**src/rtl/decode_pipe.sv**
```systemverilog
// decode_pipe: registered, handshaked instruction decoder feeding ctrl_unit.
// Tracks one outstanding command (proc / rdn load / dnn load), stalls fetch on
// conflicts, flags illegal opcodes and counts accepted instructions.
// Optional feature macro: DECODE_ERR_HALT_EN -- an illegal opcode parks the
// decoder in HALT (instr_ready low) until err_clr.
module decode_pipe #(
    parameter  int INSTR_W  = 32,
    parameter  int OPC_W    = 3,
    parameter  int NUM_REGS = 3,
    parameter  int CNT_W    = 16,
    localparam int DATA_W   = INSTR_W - OPC_W - 1,
    localparam int SEL_W    = (NUM_REGS > 1) ? $clog2(NUM_REGS) : 1
) (
    input  logic               clk,
    input  logic               rst_n,
    input  logic [INSTR_W-1:0] instr,
    input  logic               instr_valid,
    output logic               instr_ready,
    output logic               reg_wr_en,
    output logic [SEL_W-1:0]   reg_sel,
    output logic [DATA_W-1:0]  reg_data,
    output logic               begin_proc,
    output logic               begin_rdn_load,
    output logic               begin_dnn_load,
    input  logic               cmd_done,
    output logic               busy,
    output logic               illegal_err,
    input  logic               err_clr,
    output logic [CNT_W-1:0]   instr_cnt
);
    localparam int B = 2 ** (OPC_W - 1);
    localparam logic [OPC_W-1:0] OP_RDN = OPC_W'(B);
    localparam logic [OPC_W-1:0] OP_DNN = OPC_W'(B + 1);
    localparam logic [OPC_W-1:0] OP_NOP = OPC_W'(B + 2);
    localparam logic [OPC_W-1:0] NREG   = OPC_W'(NUM_REGS);

    typedef enum logic [1:0] {RUN, WAIT, HALT} state_t;

    typedef struct packed {
        logic reg_wr;
        logic proc;
        logic rdn;
        logic dnn;
        logic nop;
        logic cmd;
        logic ill;
    } dec_t;

    state_t           state;
    dec_t             dec;
    logic [OPC_W-1:0] opc;
    logic             sync;
    logic             accept;
    logic             busy_nxt;

    assign opc  = instr[INSTR_W-2 -: OPC_W];
    assign sync = instr[INSTR_W-1];

    // Opcode classification of the presented instruction
    always_comb begin
        dec        = '0;
        dec.reg_wr = opc < NREG;
        dec.proc   = opc == '0;
        dec.rdn    = opc == OP_RDN;
        dec.dnn    = opc == OP_DNN;
        dec.nop    = opc == OP_NOP;
        dec.cmd    = dec.proc | dec.rdn | dec.dnn;
        dec.ill    = ~(dec.reg_wr | dec.rdn | dec.dnn | dec.nop);
    end

    // Stall on HALT, or while busy for another command or a SYNC-marked instr
    assign instr_ready = rst_n && (state != HALT) && !(busy && (dec.cmd || sync));
    assign accept      = instr_valid && instr_ready;
    // A new command accept wins over a same-cycle cmd_done
    assign busy_nxt    = (accept && dec.cmd) || (busy && !cmd_done);

    // Registered decode outputs, busy/error tracking, counter and FSM
    always_ff @(posedge clk or negedge rst_n) begin
        if (!rst_n) begin
            reg_wr_en      <= 1'b0;
            reg_sel        <= '0;
            reg_data       <= '0;
            begin_proc     <= 1'b0;
            begin_rdn_load <= 1'b0;
            begin_dnn_load <= 1'b0;
            busy           <= 1'b0;
            illegal_err    <= 1'b0;
            instr_cnt      <= '0;
            state          <= RUN;
        end else begin
            reg_wr_en      <= accept && dec.reg_wr;
            begin_proc     <= accept && dec.proc;
            begin_rdn_load <= accept && dec.rdn;
            begin_dnn_load <= accept && dec.dnn;
            if (accept && dec.reg_wr) begin
                reg_sel  <= opc[SEL_W-1:0];
                reg_data <= instr[DATA_W-1:0];
            end
            busy <= busy_nxt;
            if (accept && dec.ill)
                illegal_err <= 1'b1;
            else if (err_clr)
                illegal_err <= 1'b0;
            if (accept && instr_cnt != {CNT_W{1'b1}})
                instr_cnt <= instr_cnt + 1'b1;
            case (state)
                RUN, WAIT: begin
`ifdef DECODE_ERR_HALT_EN
                    if (accept && dec.ill)
                        state <= HALT;
                    else
`endif
                        state <= busy_nxt ? WAIT : RUN;
                end
                HALT: if (err_clr) state <= busy_nxt ? WAIT : RUN;
                default: state <= RUN;
            endcase
        end
    end
endmodule
```
**config.mk**
```make
export PLATFORM = sky130hd
export DESIGN_NAME = decode_pipe
export DESIGN_NICKNAME = d
export VERILOG_FILES = /design/src/rtl/decode_pipe.sv
export SDC_FILE = /design/constraint.sdc
export NUM_CORES = 1
export LEC_CHECK = 0
export ABC_CLOCK_PERIOD_IN_PS = 2960
export BUFFER_PORTS_ARGS = -buffer_cell sky130_fd_sc_hd__buf_2
export CAP_MARGIN = 15
export CORE_ASPECT_RATIO = 1.25
export CORE_MARGIN = 2
export CORE_UTILIZATION = 51
export CTS_CLUSTER_SIZE = 40
export DETAILED_ROUTE_END_ITERATION = 12
export GPL_TIMING_DRIVEN = 0
export PLACE_DENSITY = 0.94
export SLEW_MARGIN = 10
export SYNTH_ARGS = -nofsm -noshare
export SYNTH_HDL_FRONTEND = slang
export SYNTH_SLANG_ARGS = --single-unit
```
**constraint.sdc**
```tcl
create_clock -name clk -period 2.96 [get_ports clk]
set_input_delay 0.148 -clock clk [delete_from_list [all_inputs] [get_ports clk]]
set_output_delay 0.148 -clock clk [all_outputs]
set_load 0.01 [all_outputs]
```
==> results.sh, run 1 <==
export IMPL_rr_worst_depth=6
export IMPL_fin_tns_setup_ns=0
export IMPL_clk_latency_ns=0.30
export IMPL_crit_fanout=55
export IMPL_synth_nets=203
export IMPL_period_share=0.759
export IMPL_post_cts_buffers=0
export IMPL_hold_viol=0
export IMPL_grt_pass1_wl_um=7530
export IMPL_via_count=1687
export IMPL_fin_cells=318
export IMPL_clock_skew_ns=0.00722
export IMPL_rr_startpoint="instr_cnt[0]$_DFFE_PN0P_"
export IMPL_cts_hold_buffers_added=0
export IMPL_peakVddDrop_mv=0.354
export IMPL_worstMarginPinSlew_ns=0.685
export IMPL_place_inst=309
export IMPL_drc=0
export IMPL_cts_buffers=5
export IMPL_nFillCells=317
export IMPL_die_x_um=63.1
export IMPL_dp_hpwl_um=3430
export IMPL_grt_max_degree=56
export IMPL_ios=90
export IMPL_clk_pin_slew_worst_paths_ns=0.09
export IMPL_crit_type="input port to register"
export IMPL_wirelength_um=4520
export IMPL_seq_area_frac_synth=0.584
export IMPL_multi_input_area_um2=856
export IMPL_clock_sinks=52
export IMPL_cts_root_buffer="clkbuf_8"
export IMPL_num_rows=26
export IMPL_antenna_found_initial=0
export IMPL_overflow=0
export IMPL_drt_first_iter_violations=39
export IMPL_drive_gt1_frac=0.519
export IMPL_worst_slew_margin_rel=0.543
export IMPL_drv_cap=0
export IMPL_synth_seq_cells=52
export IMPL_drtPass1Iterations=4
export IMPL_portBuffers=88
export IMPL_wire_per_inst_um=14.2
export IMPL_synth_cell_types=31
export IMPL_diodes=0
export IMPL_cts_tree="yes"
export IMPL_synthTopCellsByArea="dfrtp_1, mux2_2, xor2_1"
export IMPL_p_leak_uw=0.00139
export IMPL_grt_pass1_vias=1694
export IMPL_htree_levels=2
export IMPL_cts_path_max_buffers=2
export IMPL_place_congestion=0.839
export IMPL_grt_usage=0.194
export IMPL_reg2reg_slack_ns=1.12
export IMPL_rsz0062_at_grt="no"
export IMPL_vias_per_cell=5.31
export IMPL_nets=299
export IMPL_stdcell_area_mm2=0.00284
export IMPL_start_util=0.539
export IMPL_start_kind="input port"
export IMPL_setup_viol=0
export IMPL_status="completed"
export IMPL_crit_start="rst_n"
export IMPL_slew_violations=0
export IMPL_syn_to_final_growth_pct=27.5
export IMPL_syn_avg_cell_area_um2=13.5
export IMPL_ctsResizeCount=0
export IMPL_synth_top_cell_by_area="dfrtp_1"
export IMPL_ys_warnings_count=0
export IMPL_p_per_area_mw_per_mm2=649
export IMPL_synth_top_area_frac=0.584
export IMPL_die_y_um=77.9
export IMPL_max_clock_freq_ghz=0.445
export IMPL_worstPathArrival_ns=2.44
export IMPL_min_period_ns=2.25
export IMPL_crit_path_end_kind="register"
export IMPL_coreArea_mm2=0.00413
export IMPL_hold_class="input port to register"
export IMPL_drtAntennaViolNets=0
export IMPL_r2r_end="instr_cnt[10]$_DFFE_PN0P_"
export IMPL_synth_area_mm2=0.00223
export IMPL_crit_path_end="reg_data[24]$_DFFE_PN0P_"
export IMPL_synth_cells=165
export IMPL_dpl_cell_area_mm2=0.00274
export IMPL_required_ns=3.15
export IMPL_seq_area_mm2=0.00130
export IMPL_die_area_mm2=0.00491
-- worst min-delay path by stage --
stage	end	start	cells after the start
2_1_floorplan	begin_dnn_load$_DFF_PN0_	rst_n	0
3_3_place_gp	illegal_err$_DFFE_PN0P_	err_clr	2
3_5_place_dp	illegal_err$_DFFE_PN0P_	err_clr	2
4_1_cts	illegal_err$_DFFE_PN0P_	err_clr	2
5_1_grt	reg_data[3]$_DFFE_PN0P_	instr[3]	2
6_report	illegal_err$_DFFE_PN0P_	err_clr	2
-- power breakdown --
group	total, uW	internal [uW]	leakage, uW	switching (uW)
registers	973	859	0.000644	114
logic	476	246	0.000707	230
clock network	393	168	0.0000414	225
total	1840	1270	0.00139	569
-- worst max-delay path: stages --
cell and delay (ns):
dlygate4sd3_1 0.52, buf_4 0.54, o2111ai_4 0.26, a211oi_2 0.37, buf_6 0.21, mux2_2 0.34
-- stage by stage --
step	hold slack, ns	worst slack, ns	util	power [uW]
floorplan	-0.148	1.31	-	1230
global placement	0.345	0.483	0.663	1440
detailed placement	0.357	0.433	0.663	1470
CTS	0.0262	0.762	0.684	1870
global route	0.0420	0.520	0.687	1960
finish	0.0322	0.712	0.687	1840
-- routing by layer --
layer | GRT usage | part of all wire
met4 | 0.0533 | 0.012
met3 | 0.0493 | 0.076
met2 | 0.359 | 0.53
met5 | 0 | 0
met1 | 0.218 | 0.38
-- registers in the layout, summed over array words and instances (netlist names) --
| name | flops |
|---|---|
| instr_cnt | 16 |
| illegal_err | 1 |
| reg_data | 28 |
| reg_sel | 2 |
| begin_rdn_load | 1 |
| busy | 1 |
| reg_wr_en | 1 |
| begin_dnn_load | 1 |
| begin_proc | 1 |
-- logic make-up (layout without fill, tap and decap cells) --
family / Yosys count / in the layout / share of synthesized area
adders and majority gates: 1 / 1 / 0.00562
DFF: 52 / 52 / 0.584
buffers and inverters: 8 / 105 / 0.0315
xor gates and xnor gates: 12 / 12 / 0.0472
muxes: 31 / 31 / 0.157
and+or+nand+nor: 51 / 51 / 0.132
AOI/OAI and AO/OA: 10 / 10 / 0.0427
-- cells in the final DEF, fill, tap and decap left out, types with 4 or more instances in the layout --
cell type   n
buf_2      89
buf_6       5
clkbuf_8    5
dfrtp_1    52
mux2_2     29
nand2_1     9
nand3_1     6
nand4_1     5
nor2_1      4
nor3_1      6
nor4_1      7
xor2_1     12
-- Yosys cell counts (all sizes together) --
cell     number
nor3          6
nand2         9
a211oi        1
o32a          1
o21a          1
nor2          4
nand4         5
and3          2
o21ai         3
nor3b         2
xor2         12
a21oi         1
o21ba         1
o41ai         1
and2          2
dfrtp        52
ha            1
buf           7
and2b         1
nor4b         2
mux2         31
o2111ai       1
nand2b        2
inv           1
and4          2
nand3         6
or4           1
nor4          7
-- layout make-up --
type | count | area share
sequential | 52 | 0.458
multi-input combinational | 105 | 0.301
timing repair buffer | 89 | 0.160
clock buffer | 6 | 0.0256
tap | 56 | 0.0247
buffer | 7 | 0.0234
clock inverter | 2 | 0.00573
inverter | 1 | 0.00132
No activity file was read; power rests on OpenSTA's default activity.
==> run 2, diff against run 1 <==
--- a/config.mk
+++ b/config.mk
@@ -5,16 +5,17 @@
 export SDC_FILE = /design/constraint.sdc
 export NUM_CORES = 1
 export LEC_CHECK = 0
-export ABC_CLOCK_PERIOD_IN_PS = 2960
+export ABC_AREA = 1
+export ABC_CLOCK_PERIOD_IN_PS = 1950
 export BUFFER_PORTS_ARGS = -buffer_cell sky130_fd_sc_hd__buf_2
 export CAP_MARGIN = 15
 export CORE_ASPECT_RATIO = 1.25
 export CORE_MARGIN = 2
-export CORE_UTILIZATION = 51
+export CORE_UTILIZATION = 44
 export CTS_CLUSTER_SIZE = 40
 export DETAILED_ROUTE_END_ITERATION = 12
 export GPL_TIMING_DRIVEN = 0
-export PLACE_DENSITY = 0.94
+export PLACE_DENSITY = 0.85
 export SLEW_MARGIN = 10
 export SYNTH_ARGS = -nofsm -noshare
 export SYNTH_HDL_FRONTEND = slang
==> constraint.sdc (replaced) <==
create_clock -name clk -period 1.95 [get_ports clk]
set_input_delay 0.0975 -clock clk [delete_from_list [all_inputs] [get_ports clk]]
set_output_delay 0.0975 -clock clk [all_outputs]
set_load 0.01 [all_outputs]
==> run 2 against run 1 <==
Synthesized area is 9.1% higher. Critical endpoint is now instr_cnt[10]$_DFFE_PN0P_. Largest power group unchanged. Synthesized cell count is 82% higher. Die area is 25% higher.
==> results.sh, run 2 <==
export IMPL_vias_per_cell=4.78
export IMPL_status="completed"
export IMPL_grt_max_degree=35
export IMPL_start_util=0.453
export IMPL_final_cell_mix="nand2_1, buf_2, dfrtp_1, inv_1, o21ai_0"
export IMPL_cts_path_max_buffers=2
export IMPL_post_cts_buffers=0
export IMPL_r2r_end="instr_cnt[10]$_DFFE_PN0P_"
export IMPL_synth_seq_cells=52
export IMPL_grt_busiest_layer="met2"
export IMPL_htree_levels=2
export IMPL_swShare=0.304
export IMPL_reg2reg_slack_ns=0.25
export IMPL_postSynth_asyncResetShare=1.00
export IMPL_synthTopCellsByCount="nand2_1, dfrtp_1, inv_1, o21ai_0, nor2_1"
export IMPL_synth_cell_types=27
export IMPL_start_kind="register"
export IMPL_sequentialPowerShare=0.529
export IMPL_fin_tns_setup_ns=0
export IMPL_via_count=2229
export IMPL_syn_to_final_growth_pct=27.8
export IMPL_min_path_cells=3
export IMPL_drt_first_iter_violations=95
export IMPL_num_rows=30
export IMPL_synth_most_common_cell="nand2_1"
export IMPL_pwr_share_comb=0.233
export IMPL_antenna_found_initial=0
export IMPL_p_clk_frac=0.238
export IMPL_place_congestion=0.909
export IMPL_worstPathArrival_ns=1.89
export IMPL_die_y_um=87.1
export IMPL_clock_skew_ns=0.00638
export IMPL_synth_ff_type="dfrtp_1"
export IMPL_met1_usage=0.219
export IMPL_syn_avg_cell_area_um2=8.10
export IMPL_min_period_ns=1.70
export IMPL_rr_worst_depth=8
export IMPL_worstMarginPinSlew_ns=0.607
export IMPL_final_common_cell="nand2_1"
export IMPL_cts_root_buffer="clkbuf_8"
export IMPL_drv_cap=0
export IMPL_synth_top_area_frac=0.536
export IMPL_wire_per_inst_um=11.9
export IMPL_setup_viol=0
export IMPL_cts_tree="yes"
export IMPL_wirelength_um=5540
export IMPL_synth_area_mm2=0.00243
export IMPL_clk_latency_ns=0.30
export IMPL_synth_edff_count=0
export IMPL_diodes=0
export IMPL_grt_pass1_wl_um=9650
export IMPL_hold_class="input port to register"
export IMPL_fin_cells=466
export IMPL_holdWs_ns=0.0288
export IMPL_regMostFlops="reg_data"
export IMPL_drc=0
export IMPL_drtPass1Iterations=4
export IMPL_ctsResizeCount=0
export IMPL_synth_nets=338
export IMPL_holdPathEnd="reg_data[13]$_DFFE_PN0P_"
export IMPL_switching_power_uw=790
export IMPL_synthTopCellsByArea="dfrtp_1, nand2_1, inv_1"
export IMPL_slew_violations=0
export IMPL_grt_pass1_vias=2235
export IMPL_period_share=0.873
export IMPL_place_inst=454
export IMPL_die_x_um=70.5
export IMPL_synth_top_cell_by_area="dfrtp_1"
export IMPL_coreArea_mm2=0.00537
export IMPL_worst_slew_margin_rel=0.595
export IMPL_rsz0062_at_grt="no"
export IMPL_portBuffers=89
export IMPL_largest_reg_flops=28
export IMPL_overflow=0
export IMPL_stdcell_area_mm2=0.00311
export IMPL_crit_fanout=10
export IMPL_dpl_cell_area_mm2=0.00298
export IMPL_internal_power_uw=1810
export IMPL_crit_path_end_kind="register"
export IMPL_drive_gt1_frac=0.269
export IMPL_hp_start="instr[13]"
export IMPL_dp_hpwl_um=4210
export IMPL_hold_viol=0
export IMPL_die_area_mm2=0.00614
export IMPL_p_leak_uw=0.00186
export IMPL_peakVddDrop_mv=0.484
export IMPL_power_uw=2600
export IMPL_nFillCells=503
export IMPL_ys_warnings_count=0
export IMPL_grt_usage=0.195
export IMPL_reg_top3="reg_data (28), instr_cnt (16), reg_sel (2)"
export IMPL_met3_usage=0.0382
export IMPL_clk_pin_slew_worst_paths_ns=0.09
export IMPL_cts_buffers=5
export IMPL_crit_type="register to register"
export IMPL_clock_sinks=52
export IMPL_rr_startpoint="instr_cnt[0]$_DFFE_PN0P_"
export IMPL_grtUsageMet2=0.365
export IMPL_ios=90
export IMPL_synth_cells=300
export IMPL_p_per_area_mw_per_mm2=838
export IMPL_nets=439
export IMPL_drtAntennaViolNets=0
export IMPL_max_clock_freq_ghz=0.587
export IMPL_required_ns=2.14
export IMPL_seq_area_frac_synth=0.536
## run 2: what timing repair did
| action | CTS | global route |
|---|---|---|
| endpoints found under the setup margin | 0 | 0 |
| hold buffers | 4 | 0 |
| hold endpoints to repair | 21 | 0 |
## run 2: cell families (layout without fill, tap and decap cells)
kind of cell    after synthesis  count (layout)  share of synthesized area
buf+inv                      58             160                     0.0947
simple gates                144             144                      0.256
fa+ha+maj                     1               1                    0.00515
xor+xnor                      8               8                     0.0288
flops                        52              52                      0.536
compound gates               37              37                     0.0793
## run 2: critical path, stage by stage, from the launching register on
cell and delay [ns]:
dfrtp_1 0.43, ha_1 0.24, nand3_1 0.15, nor2_1 0.09, nand2_1 0.11, nand4_2 0.17
buf_2 0.28, nand2_1 0.08, nand2_1 0.05
## run 2: layout make-up
type,count,area (um2),area share
Buffer,8,42.5,0.0137
Clock buffer,8,90.1,0.0290
Tap cell,64,80.1,0.0258
Multi-Input combinational cell,190,898,0.289
Sequential cell,52,1300,0.419
Inverter,50,188,0.0604
Timing Repair Buffer,94,505,0.163
## run 2: stage by stage
stage | setup slack (ns) | util
after CTS | 0.220 | 0.579
after detailed placement | 0.279 | 0.554
after global routing | 0.0806 | 0.579
after floorplan | 0.457 | -
final | 0.247 | 0.579
after global placement | -0.0395 | 0.551
## run 2: metal layers
metal  part of all wire  vias up
met3              0.058        5
met5                  0        -
met1               0.40     1041
met4             0.0096        0
li1                   -     1110
met2               0.53       73
## run 2: worst max-delay path by stage
stage                           endpoint                     start  depth (start not counted)
2_1_floorplan   instr_cnt[6]$_DFFE_PN0P_  instr_cnt[0]$_DFFE_PN0P_                          9
3_3_place_gp    instr_cnt[0]$_DFFE_PN0P_                     rst_n                          5
3_5_place_dp    instr_cnt[0]$_DFFE_PN0P_  instr_cnt[0]$_DFFE_PN0P_                          8
4_1_cts                      instr_ready                     rst_n                          4
5_1_grt         instr_cnt[0]$_DFFE_PN0P_  instr_cnt[0]$_DFFE_PN0P_                          8
6_report       instr_cnt[10]$_DFFE_PN0P_  instr_cnt[0]$_DFFE_PN0P_                          8
## run 2: power groups by stage
stage	registers [uW]	logic (uW)	clock network (uW)
after floorplan	1470	223	0
after global placement	1390	586	0
after detailed placement	1390	617	0
after CTS	1380	622	641
after global routing	1400	694	683
final	1380	606	619
